[src/rtl/sb_pipe_cfg.sv]
// Switch-block channel with per-track configurable pipelining, loaded over a serial config chain.
// Optional SB_PIPE_PARITY_EN adds a trailing even-parity bit to the chain and checks it on load.
//
// state    | meaning
// UNCONFIG | no valid configuration, routing outputs held at 0
// SHIFT    | config chain shifting while prog_en is high
// ACTIVE   | configuration accepted, tracks routed with their programmed delay
module sb_pipe_cfg #(
  parameter int CHAN_WIDTH = 64,
  parameter int PIPE_DEPTH = 2
) (
  input  logic                  clk,
  input  logic                  reset,
  input  logic                  prog_en,
  input  logic                  ccff_head,
  output logic                  ccff_tail,
  output logic                  cfg_done,
  output logic                  cfg_err,
  input  logic [CHAN_WIDTH-1:0] chanx_left_in,
  output logic [CHAN_WIDTH-1:0] chanx_right_out,
  input  logic [CHAN_WIDTH-1:0] chanx_right_in,
  output logic [CHAN_WIDTH-1:0] chanx_left_out
);

  localparam int CFG_W     = $clog2(PIPE_DEPTH + 1);
  localparam int CHAIN_LEN = CHAN_WIDTH * CFG_W;
`ifdef SB_PIPE_PARITY_EN
  localparam int CHAIN_TOT = CHAIN_LEN + 1;
  localparam int FLD_LSB   = 1;
`else
  localparam int CHAIN_TOT = CHAIN_LEN;
  localparam int FLD_LSB   = 0;
`endif
  localparam int CNT_W = $clog2(CHAIN_TOT + 2);

  typedef enum logic [1:0] {
    ST_UNCONFIG = 2'd0,
    ST_SHIFT    = 2'd1,
    ST_ACTIVE   = 2'd2
  } state_t;

  state_t                 r_state;
  state_t                 w_state_nxt;
  logic                   w_err_set;
  logic                   w_run;
  logic                   w_load_ok;
  logic [CHAIN_TOT-1:0]   r_cfg;
  logic [CNT_W-1:0]       r_cnt;
  logic                   r_err;
  logic [CHAIN_LEN-1:0]   w_fields;
  logic [CHAN_WIDTH-1:0]  r_pipe_r [PIPE_DEPTH];
  logic [CHAN_WIDTH-1:0]  r_pipe_l [PIPE_DEPTH];

  assign w_fields = r_cfg[FLD_LSB +: CHAIN_LEN];

`ifdef SB_PIPE_PARITY_EN
  assign w_load_ok = (r_cnt == CNT_W'(CHAIN_TOT)) && !(^r_cfg);
`else
  assign w_load_ok = (r_cnt == CNT_W'(CHAIN_TOT));
`endif

  always_ff @(posedge clk) begin
    if (reset) r_state <= ST_UNCONFIG;
    else       r_state <= w_state_nxt;
  end

  always_comb begin
    w_state_nxt = r_state;
    w_err_set   = 1'b0;
    w_run       = (r_state == ST_ACTIVE) && !prog_en && !reset;
    if (prog_en) begin
      w_state_nxt = ST_SHIFT;
    end else if (r_state == ST_SHIFT) begin
      if (w_load_ok) begin
        w_state_nxt = ST_ACTIVE;
      end else begin
        w_state_nxt = ST_UNCONFIG;
        w_err_set   = 1'b1;
      end
    end
  end

  // Counter restarts at 1 on entry because the entry cycle already shifts a bit.
  always_ff @(posedge clk) begin
    if (reset) begin
      r_cfg <= '0;
      r_cnt <= '0;
      r_err <= 1'b0;
    end else if (prog_en) begin
      r_cfg <= {r_cfg[CHAIN_TOT-2:0], ccff_head};
      r_err <= 1'b0;
      if (r_state != ST_SHIFT)              r_cnt <= CNT_W'(1);
      else if (r_cnt != CNT_W'(CHAIN_TOT + 1)) r_cnt <= r_cnt + CNT_W'(1);
    end else if (w_err_set) begin
      r_err <= 1'b1;
    end
  end

  always_ff @(posedge clk) begin
    if (!w_run) begin
      for (int k = 0; k < PIPE_DEPTH; k++) begin
        r_pipe_r[k] <= '0;
        r_pipe_l[k] <= '0;
      end
    end else begin
      r_pipe_r[0] <= chanx_left_in;
      r_pipe_l[0] <= chanx_right_in;
      for (int k = 1; k < PIPE_DEPTH; k++) begin
        r_pipe_r[k] <= r_pipe_r[k-1];
        r_pipe_l[k] <= r_pipe_l[k-1];
      end
    end
  end

  for (genvar i = 0; i < CHAN_WIDTH; i++) begin : g_trk
    logic [CFG_W-1:0] w_fld;
    logic [CFG_W-1:0] w_d;
    logic             w_r;
    logic             w_l;

    assign w_fld = w_fields[i*CFG_W +: CFG_W];
    assign w_d   = (w_fld > CFG_W'(PIPE_DEPTH)) ? CFG_W'(PIPE_DEPTH) : w_fld;

    always_comb begin
      w_r = chanx_left_in[i];
      w_l = chanx_right_in[i];
      for (int k = 1; k <= PIPE_DEPTH; k++) begin
        if (w_d == CFG_W'(k)) begin
          w_r = r_pipe_r[k-1][i];
          w_l = r_pipe_l[k-1][i];
        end
      end
    end

    assign chanx_right_out[i] = w_run & w_r;
    assign chanx_left_out[i]  = w_run & w_l;
  end

  assign cfg_done  = w_run;
  assign cfg_err   = r_err & !prog_en & !reset;
  assign ccff_tail = r_cfg[CHAIN_TOT-1] & !reset;

endmodule

[config.mk]
export PLATFORM = sky130hd
export DESIGN_NAME = sb_pipe_cfg
export DESIGN_NICKNAME = d
export VERILOG_FILES = /design/src/rtl/sb_pipe_cfg.sv
export SDC_FILE = /design/constraint.sdc
export NUM_CORES = 1
export LEC_CHECK = 0
export ABC_AREA = 1
export ABC_CLOCK_PERIOD_IN_PS = 1950
export BUFFER_PORTS_ARGS = -buffer_cell sky130_fd_sc_hd__buf_2
export CORE_MARGIN = 2
export CORE_UTILIZATION = 58
export CTS_BUF_LIST = sky130_fd_sc_hd__clkbuf_4
export DETAILED_ROUTE_END_ITERATION = 10
export PLACE_DENSITY = 0.82
export SLEW_MARGIN = 15
export SYNTH_ARGS = -nofsm -noshare
export SYNTH_HDL_FRONTEND = slang
export SYNTH_SLANG_ARGS = --single-unit
[constraint.sdc]
create_clock -name clk -period 1.95 [get_ports clk]
set_clock_uncertainty 0.15 [all_clocks]
set_input_delay 0.39 -clock clk [delete_from_list [all_inputs] [get_ports clk]]
set_output_delay 0.39 -clock clk [all_outputs]
set_load 0.02 [all_outputs]
Yosys cells after proc, flatten, opt, wreduce, memory -nomap -nowiden
Memories as Yosys holds them, arrays and structs flattened. Cells that the tools add are included.

Register bits after elaboration: 139. Memory bits (writable): 256. Input port bits: 132. Output and inout bits: 131. Word-level logic and storage cells: 682. Memories kept: 2.

Add/subtract/negate cells: 1. Order comparisons: 64. Equal/unequal tests: 133. Muxes and demuxes: 334. Bitwise logic cells: 135. Reduce and logical (&&, ||, !) cells: 8.

Memory list: r_pipe_l (words 2, width 64, rd ports 2, clocked after Yosys merged registers in 0, wr ports 2, line 52) `logic [CHAN_WIDTH-1:0] r_pipe_l [PIPE_DEPTH];`; r_pipe_r (words 2, width 64, rd ports 2, clocked after Yosys merged registers in 0, wr ports 2, line 51) `logic [CHAN_WIDTH-1:0] r_pipe_r [PIPE_DEPTH];`.

Operators by type and width (count): 1-bit two-way mux (263); 64-bit two-way mux (4); 1-bit bitwise AND (131); 2-bit by 1-bit equality test with 1-bit output (second input constant) (65); 2-bit equality test (second input constant) (65); 2-bit two-way mux (65); 2-bit greater-than comparator (second input constant) (64); 8-bit two-way mux (2); 8-bit by 1-bit adder with 8-bit output (second input constant) (1); 8-bit equality test (second input constant) (1); 8-bit != test (second input constant) (1); 1-bit OR (4); 2-bit nonzero test (2); 1-bit logical AND (2); 1-bit zero test (2); 2-bit by 1-bit != test with 1-bit output (second input constant) (1); 2-bit AND reduction (1); 2-bit OR reduction (1).

Longest topological paths before layout
Gate-level depths: netlist of run 1.

Depth after elaboration: 6. Mapped depth: 10. Depth with buffers taken out: 10.

Least setup slack after synthesis of run 1
No wires, ideal clock.

Path kind: input port to output port. Start: in prog_en. End: out chanx_left_out[49]. Arrival: 1520 ps. Path slack: -110 ps. Cell stages on the path: 7. Path buffers: 2. Cells stage by stage: inv_1 nand2_2 nor3_4 clkbuf_2 buf_6 o21ai_1 a31oi_1.

Word-level cells in the longest chain between the ends: 4.

Ends and longest elaborated chain: start: declaration (line 14) `input logic prog_en,`; 1-bit zero test (line 70) `w_run = (r_state == ST_ACTIVE) && !prog_en && !reset;`; 1-bit logical AND (2 in a row) (line 70); via cfg_done (line 17) `output logic cfg_done,`; 1-bit bitwise AND (line 136) `assign chanx_left_out[i] = w_run & w_l;`; end: declaration (line 22) `output logic [CHAN_WIDTH-1:0] chanx_left_out`.

The timed path passes the listed nets, and every way through them passes these cells.

Worst setup path in the final report of run 1
Start: reg r_state[1]. End: out chanx_right_out[15].

Word-level cells in the longest chain between the ends: 4.

Ends and longest elaborated chain: start: declaration (line 42) `state_t r_state;`; start signal: assignment (line 64) `else r_state <= w_state_nxt;`; 2-bit equality test (line 70); 1-bit logical AND (2 in a row) (line 70); 1-bit bitwise AND (line 135) `assign chanx_right_out[i] = w_run & w_r;`; end: declaration (line 20) `output logic [CHAN_WIDTH-1:0] chanx_right_out,`.

No other way between the ends.

==> impl_metrics.toml, run 1 <==
[clocking]
cts.sinks = 395
cts-root-buf = "clkbuf_4"
ctsHtreeMaxLevel = 3
cts_buffers = 98
clk_pin_slew_ns = 0.06
cts_tree = "done"
cts_max_path_buffers = 3
insertion_delay_ns = 0.71

[global_routing]
grt_max_degree = 71
antenna_found_initial = 11
grt_pass1_vias = 15100
grt_pass1_wl_mm = 69.1
gr-total-overflow = 0
track_usage_pct = 31.4

[synthesis]
synth_xor_xnor_area_share_pct = 0.0588
synth.most_common_cell = "inv_1"
ys_warn_count = 0
synth_area_um2 = 14900
synth.yosys.seq_area_share_pct = 53.1
ys_ff_latch = 395
synth-simple-area-share_pct = 14.9
synth.mux.area_fraction_pct = 0
yosysTopAreaCell = "dfxtp_1"
postSynthAreaPerCell_um2 = 7.49
yosysTopAreaCellShare_pct = 53.1
ys_async_sr_fraction_pct = 0
synth_fa_ha_area_share_pct = 0.252
synth_top_family_by_area = "compound AO/OA/AOI/OAI gates"
yosysUniqueCellTypes = 25
synthTopCellsByArea = "dfxtp_1, inv_1, o21ai_0"
syn_inst = 1988
synth_compound_area_share_pct = 18.6
synthesis.nets = 2123
synth_flop_cell = "dfxtp_1"
yosys-top-cells-count = "inv_1, dfxtp_1, nand2_1"
synth_edf_count = 0

[finish]
nets = 2588
area_growth_pct = 41.9
final_util_pct = 83.9
drive_above_1_share_pct = 26.2
fin_area_um2 = 21100
finalNonFillerCells = 2848

[die]
num_rows = 58
dieArea_um2 = 27000
chipHeight_um = 164
die_x_um = 164
core-area_um2 = 25200
ios = 263
start_util_pct = 59.1

[critical_path]
worstPathArrival_ns = 2.24
r2r_slack_ns = -0.01
path_class = "register to output pin"
critPathRequiredTime_ns = 1.41
crit_fanout = 7
startpoint_type = "register"
endpoint_kind = "output pin"

[sta]
post-route-min-period_ns = 2.78
hold_viol = 0
fin_setup_tns_ns = -85.86
drv_slew = 0
setup_violations = 130
post-route-period-util_pct = 143
tightest_slew_ns = 0.700
max_freq_ghz = 0.360
timing.hold.ws_ns = 0.0800
max-slew-margin-rel_pct = 53.3
rsz0062_at_grt = "yes"
timing.final.ws_setup_ns = -0.829

[drt]
ant_nets = 0
remaining_drc_errors = 0
drt_iter0_markers = 1524
via_per_inst = 5.45
wl_mm = 49.2
wl_per_cell_um = 17.3
vias = 15500
dr.pass1.iters = 6

[pwr]
p_seq_share_pct = 52.1
p_clk_share_pct = 39.9
max-vdd-ir-drop_mv = 0.655
power_density_nw_per_um2 = 762
leakagePower_nw = 8.68
p_sw_share_pct = 26.1
power_mw = 16.1
p_sw_mw = 4.20
combPwrFrac_pct = 8.0
p_int_mw = 11.9

[hold_path]
hold_class = "primary input to register"

[outcome]
violations = "setup timing"
status = "finished with violations"

[placement]
place_inst = 2526
portBuffers = 262
post_dp_cell_area_um2 = 17300
dpl.hpwl_mm = 23.8
gp_congestion = 0.833
post-place-ws_ns = -0.339

[run]
maxCapViolations = 0
## state kept, by name (all words and copies together), names as in the netlist
register,flops
r_cnt,8
r_err,1
r_cfg,128
r_state,2
r_pipe_l,128
r_pipe_r,128
## worst paths after layout
| path | endpoint | startpoint | cells past startpoint |
|---|---|---|---|
| max reg2reg | r_pipe_r[0][123] | r_state[1] | 9 |
| min reg2reg | r_pipe_r[0][84] | r_pipe_r[0][20] | 2 |
| max | chanx_right_out[15] | r_state[1] | 9 |
| min | r_cfg[62] | prog_en | 3 |
## routing by layer
layer	vias up	part of all wire (%)	global-route usage, %	routed length (um)
li1	7235	-	-	-
met1	7216	37	34.4	18000
met2	823	50	54.8	24500
met3	253	8.2	8.01	4040
met4	4	5.4	18.5	2660
met5	-	0.055	0	27
## kinds of logic after synthesis
| group | after synthesis |
|---|---|
| AOI/OAI and AO/OA | 519 |
| adders and majority gates | 3 |
| xor gates and xnor gates | 1 |
| DFF | 395 |
| and+or+nand+nor | 580 |
| buffers and inverters | 490 |
## critical path: stages (launching register included)
cell and delay (ns):
dfxtp_2 0.33, inv_2 0.05, nor3_4 0.22, buf_6 0.18, buf_12 0.13, buf_16 0.14
buf_12 0.11, o21ai_2 0.06, a31oi_2 0.19, buf_4 0.17
## what timing repair did
item                                    in CTS  in global routing
endpoints found under the setup margin     131                147
endpoints found under the hold margin      134                  0
pin swaps                                    1                  1
setup buffers                                5                  7
cloned                                       4                 10
hold buffers                               133                  0
gates resized for setup                    241                137
## cells in the final DEF (no fill, tap or decap), drive strengths merged
cell type	netlist	final
a21oi	132	132
a31o	1	1
a31oi	128	128
buf	50	308
clkbuf	35	142
clkinv	0	20
clkinvlp	0	3
dfxtp	395	395
diode	0	8
dlygate4sd3	0	133
ha	3	3
inv	405	406
nand2	291	291
nand3	14	14
nand3b	1	1
nand4	1	1
nor2	272	272
nor3	1	1
o21ai	257	257
o22ai	1	1
xnor2	1	1
## power by group through the flow
stage               logic (mW)  clock network [mW]  registers (mW)
floorplan                0.610                   0            8.52
global placement         0.890                   0            8.55
detailed placement       0.925                   0            8.55
CTS                       1.16                6.39            8.37
global route              1.40                6.90            8.41
finish                    1.28                6.42            8.40
## final cells by class
class,instances,area (um2)
repair buffers,448,3870
repair inverters,2,17.5
diodes,8,20.0
clock inverters,22,93.8
clock buffers,135,1010
multi-input cells,1103,6250
flip-flops and latches,395,7910
fillers,1331,4060
inverters,405,1530
well taps,330,413
Note: power is estimated with default switching activity, not from simulation.
==> inputs of run 2 (changes only) <==
--- a/config.mk
+++ b/config.mk
@@ -8,11 +8,12 @@
 export ABC_AREA = 1
 export ABC_CLOCK_PERIOD_IN_PS = 1950
 export BUFFER_PORTS_ARGS = -buffer_cell sky130_fd_sc_hd__buf_2
+export CAP_MARGIN = 15
 export CORE_MARGIN = 2
 export CORE_UTILIZATION = 58
 export CTS_BUF_LIST = sky130_fd_sc_hd__clkbuf_4
 export DETAILED_ROUTE_END_ITERATION = 10
-export PLACE_DENSITY = 0.82
+export PLACE_DENSITY_LB_ADDON = 0.3
 export SLEW_MARGIN = 15
 export SYNTH_ARGS = -nofsm -noshare
 export SYNTH_HDL_FRONTEND = slang
==> run 2 against run 1 <==
The run still ends with setup timing left. Non-clock buffer count is 11 lower. Critical path depth is 2 lower. Flip-flop and latch count stayed put. Total power is 4.3% higher. Via count is 3.5% lower. Setup slack better by 0.11 ns. Largest power group unchanged. Highest routed layer unchanged.
==> impl_metrics.toml, run 2 (synthesis gave the netlist of run 1 again) <==
[sta]
hold_viol = 0
tightest_slew_ns = 0.886
max_freq_ghz = 0.374
rsz0062_at_grt = "yes"
setup_violations = 129
drv_slew = 0
post-route-period-util_pct = 137
timing.final.ws_setup_ns = -0.721
post-route-min-period_ns = 2.67
max-slew-margin-rel_pct = 40.9
fin_setup_tns_ns = -81.91

[die]
die_x_um = 164
ios = 263
core-area_um2 = 25200
start_util_pct = 59.1
num_rows = 58
chipHeight_um = 164
dieArea_um2 = 27000

[pwr]
max-vdd-ir-drop_mv = 0.623
power_density_nw_per_um2 = 791
leakagePower_nw = 8.69

[finish]
nets = 2575
drive_above_1_share_pct = 26.7
finalNonFillerCells = 2852
area_growth_pct = 42.5
top_regs = "r_cfg x128, r_pipe_l x128, r_pipe_r x128"
n_fill_cell = 1361
final_common_cell = "inv_1"
most-common-layout-cells = "inv_1, dfxtp_1, nand2_1"
final_util_pct = 84.3

[global_routing]
global_route.usage.met2_pct = 55.3
gr-usage-met3_pct = 8.51
grt_pass1_wl_mm = 68.7
gr-total-overflow = 0
use_met1_pct = 34.1
grt_pass1_vias = 15000
track_usage_pct = 31.2
antenna_found_initial = 7
busiest_layer = "met2"
grt_max_degree = 105

[clocking]
cts_buffers = 98
clk_pin_slew_ns = 0.06
ctsHtreeMaxLevel = 3
cts-root-buf = "clkbuf_4"
insertion_delay_ns = 0.70
cts.sinks = 395
cts_max_path_buffers = 3
cts_tree = "done"

[critical_path]
cp_slowest_stage_delay_ns = 0.33
path_class = "register to output pin"
worstPathArrival_ns = 2.13
slowest_stage = "dfxtp_2"
crit_end = "chanx_right_out[33]"
r2r_slack_ns = 0.14
crit_path_cell_trace = "nor3_4 > buf_6 > buf_12 > clkbuf_16 > o21ai_4 > a31oi_2 > buf_4"
critPathRequiredTime_ns = 1.41
endpoint_kind = "output pin"
startpoint = "r_state[0]"
rr_startpoint = "r_state[0]"
startpoint_type = "register"
r2r_end = "r_pipe_l[0][32]"
reg2reg_depth = 8
crit_fanout = 8

[placement]
place_inst = 2527
dpl.hpwl_mm = 23.3
post-place-ws_ns = -0.353
portBuffers = 262
gp_congestion = 0.842

[drt]
ant_nets = 0
drt_iter0_markers = 1347
vias = 15000
via_per_inst = 5.25
wl_per_cell_um = 16.0
wl_mm = 45.7
dr.pass1.iters = 6
remaining_drc_errors = 0

[run]
maxCapViolations = 0

[outcome]
violations = "setup timing"
status = "finished with violations"

[hold_path]
hold_class = "primary input to register"
[run 2: critical path: cells and delay by family, from the launching register on]
kind | cells | cell delay [ns]
AO/OA/AOI/OAI | 2 | 0.25
AND/OR/NAND/NOR | 1 | 0.21
flip-flops | 1 | 0.33
buffers and inverters | 4 | 0.64
[run 2: worst min path at each step]
stage	startpoint	endpoint	slack, ns	cells past startpoint
global placement	r_pipe_r[0][42]	r_pipe_r[0][106]	0.26	2
CTS	reset	r_err	0.10	4
floorplan	r_pipe_l[0][36]	r_pipe_l[0][100]	0.26	2
detailed placement	r_pipe_r[0][0]	r_pipe_r[0][64]	0.26	2
global route	reset	r_err	0.07	4
finish	reset	r_err	0.12	4
[run 2: per-stage QoR]
stage	instance area [um2]	hold slack, ns	power (mW)
after global routing	21200	0.0689	17.5
after floorplan	15600	0.258	9.12
after detailed placement	17400	0.264	9.48
after CTS	20700	0.100	16.7
after global placement	17400	0.259	9.44
final	21200	0.120	16.8
[run 2: cell type report]
| cell class | instances | area, um2 | area share (%) |
|---|---|---|---|
| Sequential cell | 395 | 7910 | 37.3 |
| Clock inverter | 29 | 195 | 0.920 |
| Antenna cell | 9 | 22.5 | 0.106 |
| Inverter | 405 | 1530 | 7.20 |
| Tap cell | 330 | 413 | 1.95 |
| Multi-Input combinational cell | 1103 | 6370 | 30.0 |
| Timing Repair Buffer | 437 | 3700 | 17.4 |
| Clock buffer | 144 | 1080 | 5.09 |
[run 2: where the power goes]
| group | switching, mW | internal (mW) |
|---|---|---|
| Sequential | 0.139 | 8.24 |
| Clock | 3.37 | 3.77 |
| Combinational | 0.783 | 0.494 |
[run 2: what timing repair did]
| item | in CTS | in global routing |
|---|---|---|
| endpoints found under the hold margin | 134 | 0 |
| hold buffers | 133 | 0 |
| endpoints found under the setup margin | 131 | 131 |
| cloned | 4 | 2 |
| pin swaps | 1 | 2 |
| setup buffers | 7 | 1 |
| gates resized for setup | 288 | 114 |
[run 2: per-layer routing]
layer  vias up  routed length [um]
met5         -                   7
met1      6902               17400
li1       7224                   -
met4         2                1960
met2       688               23000
met3       171                3360
